$ cat config.mk
export PLATFORM = sky130hd
export DESIGN_NAME = regfile_scoreboard
export DESIGN_NICKNAME = d
export VERILOG_FILES = /design/src/rtl/regfile_scoreboard.sv
export SDC_FILE = /design/constraint.sdc
export NUM_CORES = 1
export LEC_CHECK = 0
export ABC_AREA = 1
export CAP_MARGIN = 20
export CELL_PAD_IN_SITES_DETAIL_PLACEMENT = 1
export CELL_PAD_IN_SITES_GLOBAL_PLACEMENT = 2
export CORE_ASPECT_RATIO = 1.75
export CORE_UTILIZATION = 41
export CTS_CLUSTER_SIZE = 12
export DETAILED_ROUTE_END_ITERATION = 10
export GPL_TIMING_DRIVEN = 0
export PLACE_DENSITY = 0.82
export SETUP_SLACK_MARGIN = 0.15
export SYNTH_ARGS = -nofsm -noshare
export SYNTH_HDL_FRONTEND = slang
export SYNTH_SLANG_ARGS = --single-unit
$ cat constraint.sdc
create_clock -name clk -period 5.3 [get_ports clk]
set_clock_uncertainty 0.15 [all_clocks]
set_input_delay 0.53 -clock clk [delete_from_list [all_inputs] [get_ports clk]]
set_output_delay 0.53 -clock clk [all_outputs]
set_load 0.005 [all_outputs]
$ cat src/rtl/regfile_scoreboard.sv
// regfile_scoreboard: parametrised register file with two combinational read
// ports, one synchronous write port, a per-register pending scoreboard for
// hazard detection, and a post-reset clear sequencer that zeroes the array
// one register per cycle (so the array itself needs no reset).
//
// Optional feature: define REGFILE_WRITE_BYPASS_EN to forward same-cycle
// write data (and ready=1) to a read port whose address matches the write.
module regfile_scoreboard #(
  parameter int DATA_W   = 8,
  parameter int ADDR_W   = 5,
  parameter bit ZERO_REG = 1'b0
) (
  input  logic              clk,
  input  logic              rst_n,
  output logic              init_busy,
  input  logic [ADDR_W-1:0] ra1,
  output logic [DATA_W-1:0] rd1,
  output logic              rd1_ready,
  input  logic [ADDR_W-1:0] ra2,
  output logic [DATA_W-1:0] rd2,
  output logic              rd2_ready,
  input  logic              we,
  input  logic [ADDR_W-1:0] wa,
  input  logic [DATA_W-1:0] wd,
  input  logic              issue_en,
  input  logic [ADDR_W-1:0] issue_addr,
  output logic              pending_any
);

  localparam int                DEPTH     = 1 << ADDR_W;
  localparam logic [ADDR_W-1:0] LAST_ADDR = ADDR_W'(DEPTH - 1);

  typedef enum logic {
    INIT = 1'b0,
    RUN  = 1'b1
  } state_t;

  state_t             state;
  logic [ADDR_W-1:0]  clr_addr;
  logic [DATA_W-1:0]  regs [DEPTH];
  logic [DEPTH-1:0]   pending;

  logic run;
  logic wr_ok;
  logic iss_ok;

  assign run    = (state == RUN);
  // Register 0 is hardwired when ZERO_REG is set: it never accepts a write
  // and never becomes pending.
  assign wr_ok  = run && we       && !(ZERO_REG && (wa == '0));
  assign iss_ok = run && issue_en && !(ZERO_REG && (issue_addr == '0));

  // Clear sequencer: walk every address once after reset, then run forever.
  always_ff @(posedge clk or negedge rst_n) begin
    if (!rst_n) begin
      state     <= INIT;
      clr_addr  <= '0;
      init_busy <= 1'b1;
    end else if (state == INIT) begin
      clr_addr <= clr_addr + ADDR_W'(1);
      if (clr_addr == LAST_ADDR) begin
        state     <= RUN;
        init_busy <= 1'b0;
      end
    end
  end

  // Storage array: zeroed by the sequencer in INIT, written by writeback in RUN.
  // While rst_n is low the state is INIT, so no writeback write can land.
  always_ff @(posedge clk) begin
    if (!run) begin
      regs[clr_addr] <= '0;
    end else if (wr_ok) begin
      regs[wa] <= wd;
    end
  end

  // Scoreboard: writeback clears, issue sets; issue is applied last so it
  // wins when both target the same register (a new producer is in flight).
  always_ff @(posedge clk or negedge rst_n) begin
    if (!rst_n) begin
      pending <= '0;
    end else if (run) begin
      if (wr_ok) begin
        pending[wa] <= 1'b0;
      end
      if (iss_ok) begin
        pending[issue_addr] <= 1'b1;
      end
    end
  end

  // Read ports: forced to zero / not-ready while the array is being cleared.
  always_comb begin
    rd1       = '0;
    rd1_ready = 1'b0;
    rd2       = '0;
    rd2_ready = 1'b0;
    if (run) begin
      rd1       = regs[ra1];
      rd1_ready = !pending[ra1];
      rd2       = regs[ra2];
      rd2_ready = !pending[ra2];
`ifdef REGFILE_WRITE_BYPASS_EN
      // Forward the in-flight write; a same-cycle issue does not block it.
      if (wr_ok && (wa == ra1)) begin
        rd1       = wd;
        rd1_ready = 1'b1;
      end
      if (wr_ok && (wa == ra2)) begin
        rd2       = wd;
        rd2_ready = 1'b1;
      end
`endif
      if (ZERO_REG && (ra1 == '0)) begin
        rd1       = '0;
        rd1_ready = 1'b1;
      end
      if (ZERO_REG && (ra2 == '0)) begin
        rd2       = '0;
        rd2_ready = 1'b1;
      end
    end
  end

  assign pending_any = |pending;

endmodule

After elaboration in Yosys (flattened, before gate mapping)
Memories as Yosys holds them, arrays and structs flattened. Cells that the tools add are included.

Bits in writable memories: 256. Memories: 1. Logic and storage cells: 50. Flip-flop bits (word level): 39.

Equality and inequality tests: 1. Muxes and demuxes: 24. Add/subtract/negate cells: 1. Bitwise logic cells: 4. Order comparisons: 6. Reduce and logical (&&, ||, !) cells: 9.

Memories: regs (words 32, bits a word 8, rd ports 2, clocked after Yosys merged registers in 0, write ports 1, RTL line 40) `logic [DATA_W-1:0] regs [DEPTH];`.

Operators by type and width (number): two-way mux 32 bit (3); AND 32 bit (1); NOT 32 bit (1); bitwise OR 32 bit (1); OR reduction 32 bit (1); < comparator 5 x 6 -> 1 bit (second input constant) (4); two-way mux 8 bit (3); two-way mux 1 bit (13); binary-select mux 1 bit (select 5 bit) (2); demux 1 bit (select 5 bit) (2); >= comparator 5 x 1 -> 1 bit (second input constant) (2); OR reduction 8 bit (1); adder 5 x 1 -> 5 bit (second input constant) (1); equality test 5 bit (second input constant) (1); two-way mux 5 bit (1); logical AND 1 bit (4); zero test 1 bit (2); AND reduction 2 bit (1); NOT 1 bit (1).

Depth between registers and ports, before layout
Gate-level depths: netlist (run 1).

Depth after elaboration: 10. Mapped depth: 12. Mapped depth without buffers: 9.

Worst setup path after synthesis (run 1)
No wires, ideal clock.

Path type: input port to flip-flop. Start point: input port we. End point: memory regs[5][0], enable pin. Buffers on the path: 0. Stages: 8. Arrival time: 1.667 ns. Slack: 3.113 ns. Data required time: 4.780 ns. Cell sequence: nand2_2 -> inv_2 -> or2_1 -> o21ai_1 -> inv_2 -> nor2_1 -> nand2_1 -> nor2_1.

Cells in the longest elaborated chain, start to end: 6.

Ends and longest elaborated chain: from (decl) (RTL line 22) `input logic we,`; logical AND 1 bit (*) (RTL line 50) `assign wr_ok = run && we && !(ZERO_REG && (wa == '0));`; two-way mux 1 bit (*) (RTL line 73) `end else if (wr_ok) begin`; two-way mux 1 bit (*) (RTL line 71) `if (!run) begin`; two-way mux 1 bit (not written as such) (*) (RTL line 74) `regs[wa] <= wd;`; OR reduction 8 bit (no source line); two-way mux 5 bit (no source line) / two-way mux 1 bit (equally long branches); to (decl) (RTL line 40).

Every way passes the cells marked *; elsewhere a longest branch is shown, timed or not.

Final worst setup path (run 1)
Start point: input port ra1[0]. End point: output port rd1[6].

Cells in the longest elaborated chain, start to end: 2.

Ends and longest elaborated chain: from (decl) (RTL line 16) `input logic [ADDR_W-1:0] ra1,`; memory read (32 x 8 bit); two-way mux 8 bit (RTL line 99) `if (run) begin`; to (decl) (RTL line 17) `output logic [DATA_W-1:0] rd1,`.

No other way between the ends.

==> results of run 1 <==
==> cell type report <==
type / count / area [µm²]
Multi-Input combinational cell: 1383 / 6076
Inverter: 83 / 314.1
Buffer: 122 / 690.7
Tap cell: 480 / 600.6
Clock inverter: 6 / 66.31
Timing Repair Buffer: 66 / 769.5
Sequential cell: 295 / 8665
Clock buffer: 50 / 845.8
Fill cell: 4581 / 19610
==> worst max-delay path, delay by kind of cell <==
family	cells	cell delay [ns]
simple gates	8	1.18
buf+inv	4	1.92
==> placed cells by master, fill, tap and decap left out, drive strengths merged <==
cell type | Yosys | routed
inv | 82 | 82
nor4 | 8 | 8
edfxtp | 256 | 256
nor2 | 95 | 95
clkbuf | 23 | 73
a21boi | 1 | 1
nand4 | 4 | 4
nand2 | 679 | 679
buf | 99 | 120
o211ai | 4 | 4
and3 | 1 | 1
nand3 | 431 | 431
dfstp | 1 | 1
a21oi | 47 | 47
nor3 | 1 | 1
dfrtp | 38 | 38
clkdlybuf4s50 | 0 | 44
xor2 | 1 | 1
ha | 2 | 2
dlygate4sd3 | 0 | 1
clkinv | 1 | 6
xnor2 | 2 | 2
o21ai | 103 | 103
or2 | 4 | 4
bufinv | 0 | 1
==> logic make-up (layout without fill, tap and decap cells) <==
kind of cell / count (synthesis) / after routing / synth area share (%)
adders and majority gates: 2 / 2 / 0.1595
xor gates and xnor gates: 3 / 3 / 0.1675
buffers and inverters: 205 / 327 / 6.406
and+or+nand+nor: 1223 / 1223 / 33.00
AOI/OAI and AO/OA: 155 / 155 / 5.026
DFF: 295 / 295 / 55.24
==> final timing paths <==
| path | to | slack (ns) |
|---|---|---|
| max in group asynchronous | init_busy$_DFFE_PN1P_ | 4.46 |
| max reg2reg | regs[25][6]$_DFFE_PP_ | 1.91 |
| min | pending[14]$_DFFE_PN0P_ | 0.27 |
| min in group clk | init_busy$_DFFE_PN1P_ | 0.33 |
| min reg2reg | init_busy$_DFFE_PN1P_ | 0.33 |
| max | rd1[6] | 0.98 |
==> per-layer routing <==
layer / vias to the layer above / share of wire, % / GRT usage (%)
met2: 677 / 51 / 71.63
met1: 7490 / 33 / 40.31
met5: - / 0 / 0
li1: 6571 / - / -
met4: 0 / 10 / 37.07
met3: 316 / 5.6 / 5.962
==> what timing repair did <==
| action | in CTS | in global routing |
|---|---|---|
| resized for setup | 0 | 0 |
| hold endpoints to repair | 39 | 0 |
| hold buffers | 1 | 0 |
==> power groups by stage <==
stage | clock network [µW] | registers (µW) | logic (µW)
2_1_floorplan | 0 | 2630 | 409
3_3_place_gp | 0 | 2650 | 780
6_report | 2110 | 2600 | 838
4_1_cts | 2100 | 2600 | 820
3_5_place_dp | 0 | 2640 | 816
5_1_grt | 2180 | 2600 | 879
==> state kept, by name, indices dropped and copies added, names as in the netlist <==
signal     flops
pending       32
clr_addr       5
regs         256
init_busy      1
run            1
==> per-stage QoR <==
stage | total power [µW] | setup slack (ns) | util (%)
floorplan | 3038 | 3.113 | -
CTS | 5514 | 1.200 | 47.82
global placement | 3425 | 0.7849 | 44.47
global route | 5652 | 0.9319 | 47.90
finish | 5544 | 0.9839 | 47.90
detailed placement | 3460 | 1.213 | 45.37
==> PnR_summary.wiki, run 1 <==
{| class="wikitable"
! Metric !! Value
|-
| Number of diodes added for antenna fixing || 0
|-
| GRT Residual Overflow || 0
|-
| Most numerous cell types in the synthesized netlist || sky130_fd_sc_hd__nand2_1 (678), sky130_fd_sc_hd__nand3_1 (431), sky130_fd_sc_hd__edfxtp_1 (256)
|-
| TritonRoute pass-1 iters || 5
|-
| Data required time at the worst endpoint || 4.62 ns
|-
| Via count of the first global-routing pass || 15980
|-
| Post-synthesis register bit count || 295
|-
| Initial DRC count || 1136
|-
| Detailed-route vias per instance || 6.058
|-
| Data arrival time of the worst path || 3.64 ns
|-
| Post-DR wirelength/cell || 31.06 µm
|-
| Pin slew with the least headroom to its limit || 1.195 ns
|-
| Starting utilization of the core area || 41.68%
|-
| Synth async-reset ratio || 13.22%
|-
| Warnings, synthesis || 0
|-
| Max rail drop VDD || 0.2794 mV
|-
| Worst-case headroom to the max-slew limit || 20.04%
|-
| Count of input and output buffers || 45
|-
| Setup repair after global routing missed its margin || false
|-
| Fraction of post-synthesis cell area in the top cell type by area || 49.01%
|-
| Number of synthesized flops with an enable pin || 256
|-
| Clock tree from TritonCTS || yes
|-
| Synth-to-layout area growth || 14.93%
|-
| Standby leakage power || 0.007334 µW
|-
| Max-cap violations || 0
|-
| Number of clock buffers inserted by TritonCTS || 30
|-
| H-tree depth reported by CTS || 1
|-
| Setup tns final || 0 ns
|-
| Hold Path Class || in -> async
|-
| Most frequent cell after synthesis || sky130_fd_sc_hd__nand2_1
|-
| Number of placed I/O pins || 52
|-
| Post-DP Area || 17080 µm²
|-
| Wire length of the first global-routing pass || 108.7 mm
|-
| Ratio of final minimum period to clock period || 81.44%
|-
| Final max-slew violation count || 0
|-
| DPL Wire Length || 57.90 mm
|-
| Std-Cell Core Area || 37640 µm²
|-
| Vias after detailed routing || 15050
|-
| Final critical-path required period || 4.316 ns
|-
| Worst hold-check slack || 0.2685 ns
|-
| Fraction of final layout cells with drive strength greater than 1 || 8.130%
|-
| Launch point of the critical path || ra1[0]
|-
| Area enclosed by the die boundary || 39070 µm²
|-
| Launch instance of the worst register-to-register path || run$_DFF_PN0_
|-
| Kind of start point of the critical path || input pin
|-
| Nature of the critical path endpoint || output pin
|-
| Clk Latency, worst-skew pair || 0.62 ns
|-
| Part of the power in the clock network || 38.1%
|-
| Maximum single-stage delay on the critical path || 0.78 ns
|-
| Status || completed
|-
| Cell type with the largest total area after synthesis || sky130_fd_sc_hd__edfxtp_1
|-
| Avg Cell Area, Syn || 8.330 µm²
|-
| Power density over cell area || 307.5 nW/µm²
|-
| Number of setup violations in the final report || 0
|-
| Fin. Hold Viols || 0
|-
| Comb pwr share || 15.1%
|-
| Max stage delay cell, worst path || sky130_fd_sc_hd__clkbuf_1
|-
| Post-synthesis cell count || 1883
|-
| Startpoint-to-endpoint class of the critical path || in -> out
|-
| Cell seen most often among critical-path stages || sky130_fd_sc_hd__nand2_1
|-
| Floorplan row count || 94
|-
| WL final || 77.19 mm
|-
| Internal power contribution || 3926 µW
|-
| Switching part of the total || 29.20%
|-
| Combined global-route utilization of all metal layers || 40.46%
|-
| Clock Sinks || 295
|-
| CTS clock-pin slew for the worst setup and hold paths || 0.06 ns
|-
| Synthesized Nets || 1917
|-
| Number of distinct standard cells referenced by the synthesized netlist || 30
|-
| Maximum number of buffers from clock root to sink || 3
|-
| Critical path peak fanout || 10
|-
| Max Fclk || 0.2317 GHz
|-
| Clk root buf || sky130_fd_sc_hd__clkbuf_16
|-
| Largest net degree at the start of global routing || 40
|-
| Ranking of synthesized cells by area || sky130_fd_sc_hd__edfxtp_1 (49%), sky130_fd_sc_hd__nand2_1 (16%), sky130_fd_sc_hd__nand3_1 (14%), sky130_fd_sc_hd__dfrtp_1 (6.1%), sky130_fd_sc_hd__o21ai_0 (2.8%)
|-
| Height of the chip || 260.7 µm
|-
| Total instance count after detailed placement || 2425
|-
| Non-Filler Instances || 2485
|-
| Net total in the final layout || 2015
|-
| Sequential share of power || 46.8%
|-
| Portion of the post-synthesis area used by sequential elements || 55.24%
|-
| Antenna violations before repair || 1
|-
| Top_reg_cell synth || sky130_fd_sc_hd__edfxtp_1
|-
| Chip Width || 149.9 µm
|-
| Post-Syn Area || 15690 µm²
|-
| Cells along the critical path || clkdlybuf4s50_1 > inv_2 > clkbuf_1 > nand2_1 > nand3_1 > nand3_1 > nand2_1 > nand2_1 > nand2_1 > nor2_1 > nor2_1 > clkdlybuf4s50_1
|-
| Net switching power || 1619 µW
|-
| R2r worst-path depth || 6
|-
| Final Instance Area || 18030 µm²
|-
| Routability cong. || 0.9418
|-
| Count of antenna-violating nets left after detailed routing || 0
|-
| Setup Fix Bufs, Post-CTS || 0
|-
| # DRC || 0
|}
Note: power is estimated with default switching activity, not from simulation.
==> inputs of run 2 (changes only) <==
- CORE_UTILIZATION: 41 -> 34
- PLACE_DENSITY: 0.82 -> 0.73
- clock period: 5.3 -> 3.8 ns (I/O delays scaled with it)
==> run 2 against run 1 <==
Via count fell by 1.7%. Critical path depth fell by 2. Sequential share of layout area fell by 0.56 points. Register-to-register slack got worse by 1.3 ns. Clock power rose by 39%. Sequential power rose by 39%. First-iteration DRC count fell by 6.8%. Highest routed layer unchanged. Final cell count rose by 4.1%. Hold slack got worse by 0.13 ns. Worst setup slack got worse by 0.79 ns. Combinational power rose by 41%.
==> PnR_summary.wiki, run 2 (synthesis results as in run 1) <==
{| class="wikitable"
! Metric !! Value
|-
| Launch instance of the worst register-to-register path || run$_DFF_PN0_
|-
| Routability cong. || 0.9497 (+0.84%)
|-
| DPL Wire Length || 59.71 mm (+3.1%)
|-
| Detailed-route vias per instance || 5.719 (-5.6%)
|-
| Startpoint-to-endpoint class of the critical path || in -> out
|-
| Internal power contribution || 5487 µW (+40%)
|-
| Worst-case headroom to the max-slew limit || 23.47% (+3.4 points)
|-
| Setup slack of the worst register-to-register path || 0.62 ns (-1.29 ns)
|-
| Height of the chip || 286.1 µm (+9.7%)
|-
| Hold Path Class || in -> async
|-
| Synth-to-layout area growth || 16.30%
|-
| Non-Filler Instances || 2588 (+4.1%)
|-
| Number of clock buffers inserted by TritonCTS || 30 (unchanged)
|-
| Destination of the critical timing path || rd1[5]
|-
| Area enclosed by the die boundary || 47030 µm² (+20%)
|-
| Count of input and output buffers || 45 (unchanged)
|-
| Clock tree from TritonCTS || yes
|-
| Power density over cell area || 424.2 nW/µm² (+38%)
|-
| Vias after detailed routing || 14800 (-1.7%)
|-
| Clock Sinks || 295 (unchanged)
|-
| # DRC || 0 (unchanged)
|-
| Leading registers by flop count || regs x256, pending x32, clr_addr x5
|-
| Via count of the first global-routing pass || 15530 (-2.8%)
|-
| Status || completed
|-
| Net total in the final layout || 2021 (+0.30%)
|-
| Combined global-route utilization of all metal layers || 34.30% (-6.2 points)
|-
| Count of antenna-violating nets left after detailed routing || 0 (unchanged)
|-
| R2r worst-path depth || 6 (unchanged)
|-
| TritonRoute pass-1 iters || 5 (unchanged)
|-
| Kind of start point of the critical path || input pin
|-
| Comb pwr share || 15.3% (+0.2 points)
|-
| Clk Latency, worst-skew pair || 0.60 ns (-0.02 ns)
|-
| Maximum single-stage delay on the critical path || 0.54 ns (-0.24 ns)
|-
| Most flop-heavy register || regs
|-
| Initial DRC count || 1059 (-6.8%)
|-
| Final Instance Area || 18240 µm² (+1.2%)
|-
| Data arrival time of the worst path || 3.08 ns (-0.56 ns)
|-
| Number of diodes added for antenna fixing || 0 (unchanged)
|-
| Post-DR wirelength/cell || 30.60 µm (-1.5%)
|-
| Max-cap violations || 0 (unchanged)
|-
| Setup Fix Bufs, Post-CTS || 0 (unchanged)
|-
| Std-Cell Core Area || 45360 µm² (+21%)
|-
| Number of setup violations in the final report || 0 (unchanged)
|-
| Switching part of the total || 29.10% (-0.094 points)
|-
| Clk root buf || sky130_fd_sc_hd__clkbuf_16
|-
| Highest-count cells in the layout ignoring fill and taps || sky130_fd_sc_hd__nand2_1 (677), sky130_fd_sc_hd__nand3_1 (431), sky130_fd_sc_hd__edfxtp_1 (256)
|-
| Final critical-path required period || 3.606 ns
|-
| Flip-flop count of the largest register, all copies and words added || 256 (unchanged)
|-
| Largest net degree at the start of global routing || 38 (-5.0%)
|-
| Ratio of final minimum period to clock period || 94.89%
|-
| Critical path peak fanout || 10 (unchanged)
|-
| H-tree depth reported by CTS || 1 (unchanged)
|-
| Total of fill cells in the finished design || 5450 (+19%)
|-
| Floorplan row count || 103 (+9.6%)
|-
| Chip Width || 164.4 µm (+9.7%)
|-
| Total instance count after detailed placement || 2528 (+4.2%)
|-
| Data required time at the worst endpoint || 3.27 ns (-1.35 ns)
|-
| GRT Residual Overflow || 0 (unchanged)
|-
| Final max-slew violation count || 0 (unchanged)
|-
| Pin slew with the least headroom to its limit || 1.148 ns (-0.04710 ns)
|-
| Starting utilization of the core area || 34.58% (-7.1 points)
|-
| Number of placed I/O pins || 52 (unchanged)
|-
| Wire length of the first global-routing pass || 110.9 mm (+2.1%)
|-
| Final core utilization || 40.21% (-7.7 points)
|-
| Nature of the critical path endpoint || output pin
|-
| Max stage delay cell, worst path || sky130_fd_sc_hd__clkdlybuf4s50_1
|-
| Sequential share of power || 46.8% (about the same)
|-
| Setup repair after global routing missed its margin || false
|-
| Standby leakage power || 0.007393 µW (+0.80%)
|-
| Part of the power in the clock network || 38.0% (about the same)
|-
| WL final || 79.18 mm (+2.6%)
|-
| Net switching power || 2252 µW (+39%)
|-
| Max rail drop VDD || 0.3273 mV (+17%)
|-
| CTS clock-pin slew for the worst setup and hold paths || 0.06 ns (about the same)
|-
| Max Fclk || 0.2773 GHz
|-
| Antenna violations before repair || 0 (-1)
|-
| Maximum number of buffers from clock root to sink || 3 (unchanged)
|-
| Fraction of final layout cells with drive strength greater than 1 || 9.050% (+0.92 points)
|-
| Cells along the critical path || clkdlybuf4s50_1 > buf_4 > buf_2 > nand2_1 > nand3_1 > nand3_1 > a21oi_1 > nor2_1 > nor2_1 > clkdlybuf4s50_1
|-
| Post-DP Area || 17240 µm² (+0.95%)
|-
| Fin. Hold Viols || 0 (unchanged)
|-
| Capture instance of the worst register-to-register path || regs[0][2]$_DFFE_PP_
|-
| Most common library cell in the layout ignoring fill and taps || sky130_fd_sc_hd__nand2_1
|-
| Launch point of the critical path || ra1[0]
|}
run 2: cell count changes in the layout (fill, tap and decap cells not counted), sizes merged:
cell / previous run / this run
clkinv: 6 / 5
buf: 120 / 121
dlygate4sd3: 1 / 2
bufinv: 1 / 0
clkbuf: 73 / 79
run 2: timing repair:
item / in CTS / in global routing
gates resized for setup: 8 / 11
endpoints found under the hold margin: 39 / 0
endpoints found under the setup margin: 9 / 9
hold buffers: 2 / 0
run 2: metal layers:
metal / routed length [µm] / global-route usage, % / vias up
met1: 27450 / 35.91 / 7341
met2: 39890 / 60.09 / 596
met4: 8004 / 29.68 / 0
li1: - / - / 6584
met3: 3845 / 4.047 / 279
met5: 0 / 0 / -
run 2: worst min-delay path by stage:
stage	startpoint	to	slack, ns	cells after the start
final	rst_n	pending[8]$_DFFE_PN0P_	0.14	3
after CTS	rst_n	pending[8]$_DFFE_PN0P_	0.13	3
after global placement	init_busy$_DFFE_PN1P_	init_busy$_DFFE_PN1P_	0.32	1
after detailed placement	rst_n	pending[15]$_DFFE_PN0P_	0.05	1
after floorplan	rst_n	clr_addr[0]$_DFFE_PN0N_	-0.07	0
after global routing	rst_n	pending[11]$_DFFE_PN0P_	0.17	3
run 2: metrics by stage:
step                total power [µW]  hold slack [ns]  TNS, ns  setup WS, ns
floorplan                       4237         -0.06559        0         1.763
global placement                4801           0.3212  -127.98       -0.8372
detailed placement              4841          0.04622  -0.1448      -0.07138
CTS                             7736           0.1339        0        0.1759
global route                    7915           0.1665        0        0.1699
finish                          7739           0.1359        0        0.1942
run 2: worst max-delay path: cells and delay by family:
kind | cells | cell delay, ns
AOI/OAI and AO/OA | 1 | 0.31
buffers and inverters | 4 | 1.73
and+or+nand+nor | 5 | 0.64
run 2: power by group through the flow:
stage | sequential [µW] | combinational [µW] | clock, µW
floorplan | 3670 | 571 | 0
global route | 3620 | 1250 | 3040
CTS | 3620 | 1160 | 2960
finish | 3620 | 1180 | 2940
global placement | 3690 | 1110 | 0
detailed placement | 3690 | 1150 | 0
run 2: layout make-up:
class	instances	area, µm²	area share, %
Sequential cell	295	8665	47.50
Tap cell	577	721.9	3.958
Inverter	83	314.1	1.722
Timing Repair Buffer	72	809.5	4.438
Multi-Input combinational cell	1383	6093	33.40
Buffer	122	713.2	3.910
Clock buffer	52	893.4	4.897
Clock inverter	4	31.28	0.1715
